--- src/rtl/mem_pkg.sv ---
// Shared definitions for the data-memory path: size encodings, responder FSM
// states and the lane helpers used by the store and load datapaths.
package mem_pkg;

    localparam logic [1:0] SZ_BYTE = 2'b00;
    localparam logic [1:0] SZ_HALF = 2'b01;
    localparam logic [1:0] SZ_WORD = 2'b10;

    typedef enum logic [1:0] {
        StIdle,
        StIssue,
        StWait,
        StResp
    } state_e;

    // Byte write enables for a store of the given size at the given byte offset.
    function automatic logic [3:0] lane_mask(input logic [1:0] size, input logic [1:0] addr_lo);
        case (size)
            SZ_BYTE: return 4'b0001 << addr_lo;
            SZ_HALF: return 4'b0011 << {addr_lo[1], 1'b0};
            SZ_WORD: return 4'b1111;
            default: return 4'b0000;
        endcase
    endfunction

    // Size 2'b11 has no legal encoding, so it is reported like a misaligned access.
    function automatic logic is_misaligned(input logic [1:0] size, input logic [1:0] addr_lo);
        case (size)
            SZ_BYTE: return 1'b0;
            SZ_HALF: return addr_lo[0];
            SZ_WORD: return addr_lo != 2'b00;
            default: return 1'b1;
        endcase
    endfunction

    // Replicate right-justified store data so every enabled lane sees its bytes.
    function automatic logic [31:0] place_wdata(input logic [1:0] size, input logic [31:0] wdata);
        case (size)
            SZ_BYTE: return {4{wdata[7:0]}};
            SZ_HALF: return {2{wdata[15:0]}};
            default: return wdata;
        endcase
    endfunction

endpackage

--- src/rtl/load_align.sv ---
// Combinational load lane extraction with sign/zero extension. Shared with the
// cache refill path, so it carries no state of its own.
module load_align
    import mem_pkg::*;
(
    input  logic [31:0] ram_word_i,
    input  logic [1:0]  size_i,
    input  logic [1:0]  addr_lo_i,
    input  logic        signed_i,
    output logic [31:0] data_o
);

    logic [7:0]  byte_sel;
    logic [15:0] half_sel;

    // Select the addressed lane and extend it to 32 bits; word loads pass through.
    always_comb begin
        byte_sel = ram_word_i[{addr_lo_i, 3'b000} +: 8];
        half_sel = addr_lo_i[1] ? ram_word_i[31:16] : ram_word_i[15:0];
        case (size_i)
            SZ_BYTE: data_o = {{24{signed_i & byte_sel[7]}}, byte_sel};
            SZ_HALF: data_o = {{16{signed_i & half_sel[15]}}, half_sel};
            default: data_o = ram_word_i;
        endcase
    end

endmodule

--- src/rtl/data_mem_responder.sv ---
// Data-port responder: accepts one load/store at a time, drives a synchronous
// single-port RAM with RAM_LATENCY read latency and returns a one-cycle response.
module data_mem_responder
    import mem_pkg::*;
#(
    parameter int unsigned RAM_LATENCY = 1,
    parameter int unsigned ADDR_W      = 32
) (
    input  logic              clka,
    input  logic              rst,
    input  logic              req_valid,
    output logic              req_ready,
    input  logic              req_write,
    input  logic [1:0]        req_size,
    input  logic              req_signed,
    input  logic [ADDR_W-1:0] req_addr,
    input  logic [31:0]       req_wdata,
    output logic              resp_valid,
    output logic              resp_err,
    output logic [31:0]       resp_rdata,
    output logic              ram_ena,
    output logic [3:0]        ram_wea,
    output logic [ADDR_W-1:0] ram_addra,
    output logic [31:0]       ram_dina,
    input  logic [31:0]       ram_douta
);

    localparam logic [2:0] WaitInit = 3'(RAM_LATENCY - 1);

    state_e            state_q;
    logic              write_q;
    logic [1:0]        size_q;
    logic              signed_q;
    logic [1:0]        addr_lo_q;
    logic [2:0]        cnt_q;
    logic              resp_valid_q;
    logic              resp_err_q;
    logic [31:0]       resp_rdata_q;
    logic              ram_ena_q;
    logic [3:0]        ram_wea_q;
    logic [ADDR_W-1:0] ram_addra_q;
    logic [31:0]       ram_dina_q;
    logic [31:0]       load_data;

    load_align u_load_align (
        .ram_word_i (ram_douta),
        .size_i     (size_q),
        .addr_lo_i  (addr_lo_q),
        .signed_i   (signed_q),
        .data_o     (load_data)
    );

    // Request FSM; outputs are registered on the transition into the state that shows them.
    always_ff @(posedge clka) begin
        if (rst) begin
            state_q      <= StIdle;
            write_q      <= 1'b0;
            size_q       <= SZ_BYTE;
            signed_q     <= 1'b0;
            addr_lo_q    <= 2'b00;
            cnt_q        <= 3'd0;
            resp_valid_q <= 1'b0;
            resp_err_q   <= 1'b0;
            resp_rdata_q <= 32'h0;
            ram_ena_q    <= 1'b0;
            ram_wea_q    <= 4'b0000;
            ram_addra_q  <= '0;
            ram_dina_q   <= 32'h0;
        end else begin
            // Strobes are single-cycle unless a branch below re-asserts them.
            ram_ena_q    <= 1'b0;
            ram_wea_q    <= 4'b0000;
            resp_valid_q <= 1'b0;
            resp_err_q   <= 1'b0;
            case (state_q)
                StIdle: begin
                    if (req_valid) begin
                        write_q   <= req_write;
                        size_q    <= req_size;
                        signed_q  <= req_signed;
                        addr_lo_q <= req_addr[1:0];
                        if (is_misaligned(req_size, req_addr[1:0])) begin
                            // Skip the RAM entirely and answer next cycle.
                            state_q      <= StResp;
                            resp_valid_q <= 1'b1;
                            resp_err_q   <= 1'b1;
                        end else begin
                            state_q     <= StIssue;
                            ram_ena_q   <= 1'b1;
                            ram_addra_q <= {req_addr[ADDR_W-1:2], 2'b00};
                            if (req_write) begin
                                ram_wea_q  <= lane_mask(req_size, req_addr[1:0]);
                                ram_dina_q <= place_wdata(req_size, req_wdata);
                            end
                        end
                    end
                end
                StIssue: begin
                    if (write_q) begin
                        state_q      <= StResp;
                        resp_valid_q <= 1'b1;
                    end else begin
                        state_q <= StWait;
                        cnt_q   <= WaitInit;
                    end
                end
                StWait: begin
                    if (cnt_q == 3'd0) begin
                        state_q      <= StResp;
                        resp_valid_q <= 1'b1;
                        resp_rdata_q <= load_data;
                    end else begin
                        cnt_q <= cnt_q - 3'd1;
                    end
                end
                StResp: begin
                    state_q <= StIdle;
                end
                default: begin
                    state_q <= StIdle;
                end
            endcase
        end
    end

    // Reset must suppress RAM strobes and responses in the very cycle it is asserted.
    always_comb begin
        req_ready  = (state_q == StIdle) && !rst;
        resp_valid = resp_valid_q & ~rst;
        resp_err   = resp_err_q & ~rst;
        resp_rdata = resp_rdata_q;
        ram_ena    = ram_ena_q & ~rst;
        ram_wea    = ram_wea_q & {4{~rst}};
        ram_addra  = ram_addra_q;
        ram_dina   = ram_dina_q;
    end

endmodule

--- config.mk ---
export PLATFORM = sky130hd
export DESIGN_NAME = data_mem_responder
export DESIGN_NICKNAME = d
export VERILOG_FILES = /design/src/rtl/mem_pkg.sv /design/src/rtl/load_align.sv /design/src/rtl/data_mem_responder.sv
export SDC_FILE = /design/constraint.sdc
export NUM_CORES = 1
export LEC_CHECK = 0
export BUFFER_PORTS_ARGS = -buffer_cell sky130_fd_sc_hd__buf_4
export CORE_ASPECT_RATIO = 1.4
export CORE_MARGIN = 2
export CORE_UTILIZATION = 48
export DETAILED_ROUTE_END_ITERATION = 8
export GPL_ROUTABILITY_DRIVEN = 0
export PLACE_DENSITY = 0.82
export SLEW_MARGIN = 20
export SYNTH_ARGS = -nofsm -noshare
export SYNTH_HDL_FRONTEND = slang
export SYNTH_SLANG_ARGS = --single-unit
--- constraint.sdc ---
create_clock -name clka -period 2.1 [get_ports clka]
set_clock_uncertainty 0.05 [all_clocks]
set_input_delay 0.315 -clock clka [delete_from_list [all_inputs] [get_ports clka]]
set_output_delay 0.315 -clock clka [all_outputs]
set_load 0.01 [all_outputs]
# After elaboration in Yosys (flattened, before gate mapping)

Index checks and enable logic that the tools add are counted.
Widths: inputs -> output; s select.

Output and inout bits: 104
Register bits after elaboration: 112
Word-level logic and storage cells: 77

Bitwise operators: 11
Muxes and demuxes: 22
Reduce and logical (&&, ||, !) cells: 17
Shift-type cells: 3
Add/subtract/negate cells: 1
Equal/unequal tests: 10

Operators with widths:

| operator            | number |
|---|---|
| $pmux 32 s2         | 2 |
| $shiftx 32x6->8     | 1 |
| $mux 16             | 1 |
| $pmux 4 s3          | 1 |
| $mux 1              | 9 |
| $ne 2x2->1 const B  | 4 |
| $pmux 2 s4          | 1 |
| $eq 2x1->1 const B  | 3 |
| $eq 2x2->1 const B  | 3 |
| $logic_not 2->1     | 3 |
| $mux 2              | 3 |
| $mux 3              | 2 |
| $pmux 1 s3          | 2 |
| $pmux 3 s2          | 1 |
| $reduce_and 2->1    | 3 |
| $reduce_and 3->1    | 2 |
| $and 1x1->1         | 5 |
| $not 1->1           | 5 |
| $reduce_or 5->1     | 1 |
| $and 4x4->4         | 1 |
| $reduce_and 4->1    | 1 |
| $reduce_bool 2->1   | 2 |
| $shl 1x2->4 const A | 1 |
| $shl 2x2->4 const A | 1 |
| other kinds (6)     | 6 |

# Logic depth before layout (Yosys ltp)

Gate-level depths: netlist (run 1).

Depth after elaboration: 8
Gate-level depth with buffers: 9
Gate-level depth less buffers: 6

# By module

Synthesis (run 1) repeated with hierarchy kept, for this count alone.

Cells, all modules: 695
Area, all modules: 5680.4 um2

By module, submodules not included:

| module             | cells each | area an instance (um2) | times used | seq. area each (um2) |
|---|---|---|---|---|
| data_mem_responder | 562        | 4998.5                 | 1          | 2242.2 |
| load_align         | 133        | 681.9                  | 1          | 0.0 |

# Least setup slack after synthesis (run 1)

OpenSTA, ideal clock, no wires.

Kind: flip-flop to flip-flop
Start: register state_q[0]
End: register cnt_q[2]
Setup slack: 0.408 ns
Required time: 1.980 ns
Stages on the path, launching flop included: 8
Setup time: 0.070 ns
Buffers on the path: 1
Period minus slack after synthesis: 1.692 ns
Arrival: 1.571 ns
Cells stage by stage: dfxtp_1 -> inv_1 -> ha_1 -> nand3b_1 -> buf_4 -> o211ai_1 -> or3_1 -> a21oi_1

Word-level cells in the longest chain between the ends: 3
Elaborated cells between the ends (all ways): 7
Classes of those cells: 4 x eq/ne; 1 x mux; 2 x reduce/logical

RTL lines:

| item                                                                    | line                      | RTL |
|---|---|---|
| from (decl)                                                             | data_mem_responder.sv:30  | `state_e state_q;` |
| from (signal assigned)                                                  | data_mem_responder.sv:56  | `state_q <= StIdle;` |
| from (signal assigned)                                                  | data_mem_responder.sv:84  | `state_q <= StResp;` |
| from (signal assigned)                                                  | data_mem_responder.sv:88  | `state_q <= StIssue;` |
| $eq 2x2->1 / $eq 2x1->1 (equally long branches)                         | data_mem_responder.sv:75  | `case (state_q)` |
| $ne 2x2->1 (no source line) / $reduce_bool 2->1 (equally long branches) | n/a                       |  |
| $reduce_and 3->1 (no source line)                                       | n/a                       |  |
| to (signal assigned)                                                    | data_mem_responder.sv:104 | `cnt_q <= WaitInit;` |
| to (signal assigned)                                                    | data_mem_responder.sv:113 | `cnt_q <= cnt_q - 3'd1;` |
| to (decl)                                                               | data_mem_responder.sv:35  | `logic [2:0] cnt_q;` |

Parallel ways exist; a longest one is shown, timed or not.
A chain may end at the register's enable or synchronous reset.

# Worst setup path in the final report (run 1)

Same ends and word-level chain as after synthesis.

==> results.md, run 1 <==
- Status: complete, no violations
- Avg Inst Size Synth: 8.02 um^2
- Gr usage total: 0.255
- Final setup viols: 0
- Residual DRC: 0
- Fin crit period: 1.94 ns
- Clock network fraction of total power: 0.248
- Hold path cells: 3
- Slew @ Worst Pin: 0.693 ns
- Synthesized flop and latch total: 112
- Vias: 5156
- Cell family with most CP delay: simple AND/OR/NAND/NOR gates
- Path depth of the worst reg2reg path: 6
- Initial antenna violation count: 0
- Crit share post-route: 0.926
- DRT antenna net count: 0
- Grt ovf: 0
- Netlist cell types: 45
- CTS Hold Buffers Added: 0
- Slew Limit Fails: 0
- Clock net sink count: 112
- Sequential share of power: 0.387
- Worst path depth: 6
- Number of global-route vias before repair: 4992
- DRT Wirelength: 14800 um
- Max incr delay on CP: 0.38 ns
- Pin count of the biggest net entering global routing: 57
- Clock Path Buffers: 2
- Vias/cell: 5.43
- Area leader, netlist: dfxtp_1
- Starting density of the core: 0.489
- Synthesized cell area: 0.00504 mm^2
- Worst Setup End Kind: register
- Clk root buf: clkbuf_16
- Area delta synth->final: 37.5%
- Register area: 0.00224 mm^2
- Die Wd: 90.6 um
- Iteration-0 DRC Markers: 213
- Combinational share of power: 0.365
- Average wire per standard cell: 15.6 um
- Critical Path Fanout Max: 8
- Sequential area share after synthesis: 0.445
- DPL Wire Length: 11000 um
- Port Buffers: 204
- Worst-Skew Late Latency: 0.35 ns
- Top-count cell post-synth: nand2_1
- Pwr per Cell Area: 1080 mW/mm^2
- Prevailing post-synth register cell: dfxtp_1
- H-tree Lvls: 3
- Slew HR: 0.536
- Design Area, Final: 0.00693 mm^2
- CP Cell Sequence: inv_1, ha_1, nand3b_1, o211ai_1, or3_1, a21oi_1
- Critical Path Slowest Stage Cell: or3_1
- FFs w/ async S/R, synth: 0
- Worst IR drop on VDD: 0.000510 V
- Post-synth EDFFs: 0
- Synth top area cells: dfxtp_1 45%, nand2_1 11%, a21oi_1 6.9%
- Hold Crit Class: in2reg
- Area of the multi-input gates: 0.00250 mm^2
- Sw Share: 0.336
- Drt pass-1 iters: 4
- RSZ-0062 raised after global routing: no
- Commonest cells in the netlist: 154 x nand2_1, 112 x dfxtp_1, 69 x a21oi_1, 46 x nor2_1, 33 x a211oi_1
- Post-cts repair resize count: 0
- Syn Inst Count: 628
- MaxCap Viol Count: 0
- Cell Area, Placed: 0.00660 mm^2
- Share of the synthesized area in the top cell type: 0.445
- Fill cells: 846
- Share of layout cells above drive strength 1: 0.309
- P_leak: 2.86 nW
- Die Y: 125 um
- Max Freq: 514 MHz
- First-pass GRT wire length: 23800 um
- Num CTS Buffers: 9
- Warnings from Yosys: 0
- Critical Path RT: 2.33 ns
- Setup TNS: 0 ns
- Setup crit start kind: register
- Die area: 0.0113 mm^2
- Final nets: 917
- Sw power: 2.50 mW
- CP bufs+invs: 1
- Reg clk slew, reported paths: 0.07 ns
- # IOs: 207
- Worst path arrival time: 2.17 ns
- Core area: 0.0103 mm^2
- Post-CTS Repair Setup Buffers: 0
- Fin. Hold Viols: 0
- Critical path class: reg2reg
- P_int: 4.95 mW
- Row count: 44
- Ant diodes: 0
- CTS tree: built
[tightest hold or removal path, delay by kind of cell]
family	cells	cell delay, ns
buffers and inverters	1	0.11
AO/OA/AOI/OAI	1	0.05
AND/OR/NAND/NOR	1	0.04
[through the flow]
| step | setup slack (ns) | power (mW) | utilization | cells | hold WS (ns) |
|---|---|---|---|---|---|
| final | 0.156 | 7.45 | 0.673 | 950 | 0.163 |
| after global placement | 0.180 | 5.52 | 0.641 | 934 | 0.393 |
| after CTS | 0.0330 | 7.47 | 0.672 | 950 | 0.160 |
| after global routing | 0.0133 | 7.87 | 0.673 | 950 | 0.158 |
| after floorplan | 0.408 | 4.51 | - | 629 | 0.382 |
| after detailed placement | 0.0389 | 5.63 | 0.641 | 934 | 0.397 |
[registers in the layout, summed over array words and instances, names as in the netlist]
| register | count |
|---|---|
| cnt_q | 3 |
| write_q | 1 |
| addr_lo_q | 2 |
| resp_rdata | 32 |
| ram_ena_q | 1 |
| signed_q | 1 |
| size_q | 2 |
| resp_err_q | 1 |
| ram_addra | 30 |
| ram_dina | 32 |
| state_q | 2 |
| resp_valid_q | 1 |
| ram_wea_q | 4 |
[final timing paths]
kind                   endpoint  slack [ns]     startpoint
setup / recovery       cnt_q[2]        0.16     state_q[0]
hold / removal    ram_addra[12]        0.16   req_addr[12]
setup reg to reg       cnt_q[2]        0.16     state_q[0]
hold reg to reg   ram_addra[29]        0.40  ram_addra[29]
[routing by layer]
metal  global-route usage  up-vias  part of all wire
met5                    0        -                 0
met4                0.138        0             0.045
met3               0.0542       47             0.072
met2                0.428      224              0.49
met1                0.301     2376              0.39
li1                     -     2509                 -
[power by group through the flow]
stage / Combinational [mW] / Sequential, mW / Clock, mW
after floorplan: 1.47 / 3.04 / 0
after global placement: 2.62 / 2.90 / 0
after detailed placement: 2.71 / 2.93 / 0
after CTS: 2.72 / 2.88 / 1.87
after global routing: 2.97 / 2.94 / 1.97
final: 2.72 / 2.88 / 1.85
[cells by family (layout without fill, tap and decap cells)]
family / after synthesis / count (layout) / share of synthesized area
DFF: 112 / 112 / 0.445
other: 1 / 2 / 0.000745
muxes: 22 / 22 / 0.0445
AOI/OAI and AO/OA: 169 / 169 / 0.210
buffers and inverters: 59 / 242 / 0.0621
and+or+nand+nor: 258 / 258 / 0.220
adders and majority gates: 7 / 7 / 0.0174
[layout by cell type, fill, tap and decap left out, types with 3 or more instances in the layout]
cell / n
buf_4: 216
nand2_1: 154
dfxtp_1: 112
a21oi_1: 69
nor2_1: 46
a211oi_1: 33
o21ai_0: 31
mux2i_1: 19
nor2b_1: 15
nand3_1: 15
a311oi_1: 9
clkbuf_16: 9
inv_1: 8
a221oi_1: 8
a31o_2: 7
ha_1: 7
nor3_1: 6
nand3b_1: 4
and2_1: 4
nand2b_1: 3
mux2_2: 3
[final cells by class]
type / instances / area share
Tap cell: 138 / 0.0249
Sequential cell: 112 / 0.324
Timing Repair Buffer: 218 / 0.240
Clock inverter: 4 / 0.0110
Inverter: 8 / 0.00434
Multi-Input combinational cell: 458 / 0.360
Clock buffer: 12 / 0.0356
Note: power is estimated with default switching activity, not from simulation.
==> inputs of run 2 (changes only) <==
--- a/config.mk
+++ b/config.mk
@@ -8,11 +8,12 @@
 export BUFFER_PORTS_ARGS = -buffer_cell sky130_fd_sc_hd__buf_4
 export CORE_ASPECT_RATIO = 1.4
 export CORE_MARGIN = 2
-export CORE_UTILIZATION = 48
+export CORE_UTILIZATION = 50
 export DETAILED_ROUTE_END_ITERATION = 8
 export GPL_ROUTABILITY_DRIVEN = 0
-export PLACE_DENSITY = 0.82
+export PLACE_DENSITY = 0.83
 export SLEW_MARGIN = 20
 export SYNTH_ARGS = -nofsm -noshare
 export SYNTH_HDL_FRONTEND = slang
+export SYNTH_HIERARCHICAL = 1
 export SYNTH_SLANG_ARGS = --single-unit
==> run 2 against run 1 <==
Against the previous run:
- setup slack gained 0.045 ns
- clock power fell by 11%
- worst hold slack got worse by 0.0083 ns
- clock-buffer cell count is 3 lower
- die area up 8.0%
- critical path type is now reg2out
- largest cell class unchanged
==> results.md, run 2 <==
- MaxCap Viol Count: 0 (unchanged)
- Max Freq: 527 MHz (+2.4%)
- First-pass GRT wire length: 24000 um (+0.84%)
- Cell family with most CP delay: flip-flops
- Vias/cell: 5.30 (-2.3%)
- Most common cell after layout, fill and taps aside: nand2_1
- Post-cts repair resize count: 0 (unchanged)
- Pwr per Cell Area: 845 mW/mm^2 (-21%)
- DRT antenna net count: 0 (unchanged)
- Area leader, netlist: dfxtp_1
- DPL Wire Length: 11600 um (+5.6%)
- Post-CTS Repair Setup Buffers: 0 (unchanged)
- Worst hold slack: 0.155 ns (-0.00829 ns)
- CTS tree: built
- Slew Limit Fails: 0 (unchanged)
- Status: complete, no violations
- Warnings from Yosys: 6 (+6)
- Setup TNS: 0 ns (unchanged)
- Pin count of the biggest net entering global routing: 101 (+77%)
- Die area: 0.0122 mm^2 (+8.0%)
- Clock Path Buffers: 2 (unchanged)
- Critical path class: reg2out
- Cell Area, Placed: 0.00725 mm^2 (+10%)
- Gr usage total: 0.246 (-0.00827)
- Worst path arrival time: 1.53 ns (-0.64 ns)
- Area delta synth->final: 32.6%
- CP Cell Sequence: inv_1, ha_1, nor2b_1, buf_4
- Commonest cells in the netlist: 226 x nand2_1, 112 x dfxtp_1, 54 x a21oi_1, 54 x mux2i_1, 24 x clkbuf_1
- Fin. Hold Viols: 0 (unchanged)
- # IOs: 207 (unchanged)
- Share of layout cells above drive strength 1: 0.306 (-0.00283)
- Die Y: 130 um (+3.9%)
- Starting density of the core: 0.506 (+0.0169)
- Worst Setup End Kind: output port
- Hold Crit Class: in2reg
- Fill cells: 972 (+15%)
- Synthesized flop and latch total: 112 (unchanged)
- P_leak: 3.46 nW (+21%)
- Hold Path Origin: req_addr[30]
- Setup slack after layout: 0.201 ns (+0.0447 ns)
- FFs w/ async S/R, synth: 0 (unchanged)
- Iteration-0 DRC Markers: 207 (-2.8%)
- Post-Layout Cell Count: 1019 (+7.3%)
- Post-synth EDFFs: 0 (unchanged)
- Critical R2R Launch: state_q[0]
- Slew @ Worst Pin: 0.605 ns (-0.0886 ns)
- Top-count cell post-synth: nand2_1
- Netlist cell types: 58 (+29%)
- Share of the synthesized area in the top cell type: 0.395 (-0.0505)
- CP Launch Point: state_q[1]
- Avg Inst Size Synth: 8.17 um^2 (+1.9%)
- Worst-Skew Late Latency: 0.34 ns (about the same)
- Average wire per standard cell: 15.4 um (-0.97%)
- Grt ovf: 0 (unchanged)
- Worst IR drop on VDD: 0.000418 V (-18%)
- Final setup viols: 0 (unchanged)
- Critical Path RT: 1.74 ns (-0.59 ns)
- Vias: 5405 (+4.8%)
- Row count: 46 (+4.5%)
- Initial antenna violation count: 0 (unchanged)
- Register area: 0.00224 mm^2 (unchanged)
- Residual DRC: 0 (unchanged)
- Synthesized cell area: 0.00568 mm^2 (+13%)
- H-tree Lvls: 3 (unchanged)
- DRT Wirelength: 15700 um (+6.2%)
- Setup crit start kind: register
- CP bufs+invs: 2 (+1)
- Commonest cells after routing, fill and taps aside: 226 x nand2_1, 217 x buf_4, 112 x dfxtp_1, 54 x mux2i_1, 54 x a21oi_1
- Ant diodes: 0 (unchanged)
- Num CTS Buffers: 9 (unchanged)
- Final nets: 980 (+6.9%)
- Number of global-route vias before repair: 5000 (+0.16%)
- Placed insts: 1003 (+7.4%)
- Clk root buf: clkbuf_16
- Die Wd: 94.1 um (+3.9%)
- Reg clk slew, reported paths: 0.08 ns (about the same)
- Clock net sink count: 112 (unchanged)
- Core area: 0.0112 mm^2 (+9.0%)
- Port Buffers: 204 (unchanged)
- Fin crit period: 1.90 ns (-0.0447 ns)
- Critical Path Fanout Max: 9 (+1)
- Max incr delay on CP: 0.33 ns (-0.05 ns)
- DP Worst Slack: 0.227 ns (+0.188 ns)
- RSZ-0062 raised after global routing: no
- Drt pass-1 iters: 4 (unchanged)
- Prevailing post-synth register cell: dfxtp_1
- Slew HR: 0.595 (+0.0588)
- CTS Hold Buffers Added: 0 (unchanged)
- Design Area, Final: 0.00753 mm^2 (+8.8%)
- Syn Inst Count: 695 (+11%)
- Synth top area cells: dfxtp_1 39%, nand2_1 15%, mux2i_1 9.5%
- Critical Path Slowest Stage Cell: dfxtp_1
- Crit share post-route: 0.904 (-0.0213)
- Sequential area share after synthesis: 0.395 (-0.0505)
- Area of the multi-input gates: 0.00309 mm^2 (+24%)
[run 2: cell count changes after synthesis, sizes merged, moves of 13 or more]
cell    delta
a211oi    -34
a21oi     -15
mux2      +13
mux2i     +35
nand2     +72
nand2b    +15
nor2      -39
o211ai    +15
o21ai     -16
[run 2: layer usage]
| layer | vias to the layer above | GRT usage | share of wire | wire length (um) |
|---|---|---|---|---|
| met1 | 2465 | 0.264 | 0.38 | 5960 |
| met5 | - | 0 | 0 | 0 |
| met4 | 0 | 0.0989 | 0.026 | 405 |
| met3 | 23 | 0.0739 | 0.086 | 1340 |
| met2 | 220 | 0.448 | 0.51 | 7990 |
| li1 | 2697 | - | - | - |
[run 2: final timing paths]
| check | endpoint | slack [ns] | cells after the start |
|---|---|---|---|
| min | ram_addra[30] | 0.15 | 3 |
| min reg2reg | resp_rdata[17] | 0.40 | 2 |
| max | req_ready | 0.20 | 4 |
| max reg2reg | ram_dina[10] | 0.22 | 5 |
[run 2: cell families (layout without fill, tap and decap cells)]
| logic type | after synthesis | after routing | share of synthesized area |
|---|---|---|---|
| AND/OR/NAND/NOR | 312 | 312 | 0.248 |
| AO/OA/AOI/OAI | 126 | 126 | 0.148 |
| buffers and inverters | 66 | 245 | 0.0617 |
| other | 1 | 2 | 0.000660 |
| flip-flops | 112 | 112 | 0.395 |
| multiplexers | 71 | 71 | 0.132 |
| adder cells (fa/ha/maj) | 7 | 7 | 0.0154 |
[run 2: worst register-to-register path, stage by stage, from the launching register on]
cell	delay (ns)
dfxtp_1	0.41
inv_1	0.10
ha_1	0.30
and3_4	0.26
o21ai_4	0.24
mux2_2	0.41
[run 2: metrics by stage]
step / power, mW / util
after CTS: 6.39 / 0.671
after floorplan: 3.99 / -
after global placement: 4.72 / 0.646
after global routing: 6.70 / 0.671
final: 6.36 / 0.671
after detailed placement: 4.77 / 0.646
[run 2: where the power goes]
| group | total, mW | internal, mW | switching [mW] |
|---|---|---|---|
| registers | 2.52 | 2.37 | 0.150 |
| logic | 2.21 | 0.995 | 1.22 |
| clock network | 1.64 | 0.817 | 0.820 |
| total | 6.36 | 4.18 | 2.19 |
[run 2: area by class of cell]
cell class | instances | area share
Multi-Input combinational cell | 518 | 0.410
Sequential cell | 112 | 0.298
Timing Repair Buffer | 221 | 0.227
Clock buffer | 9 | 0.0299
Tap cell | 144 | 0.0239
Clock inverter | 7 | 0.00731
Inverter | 8 | 0.00399
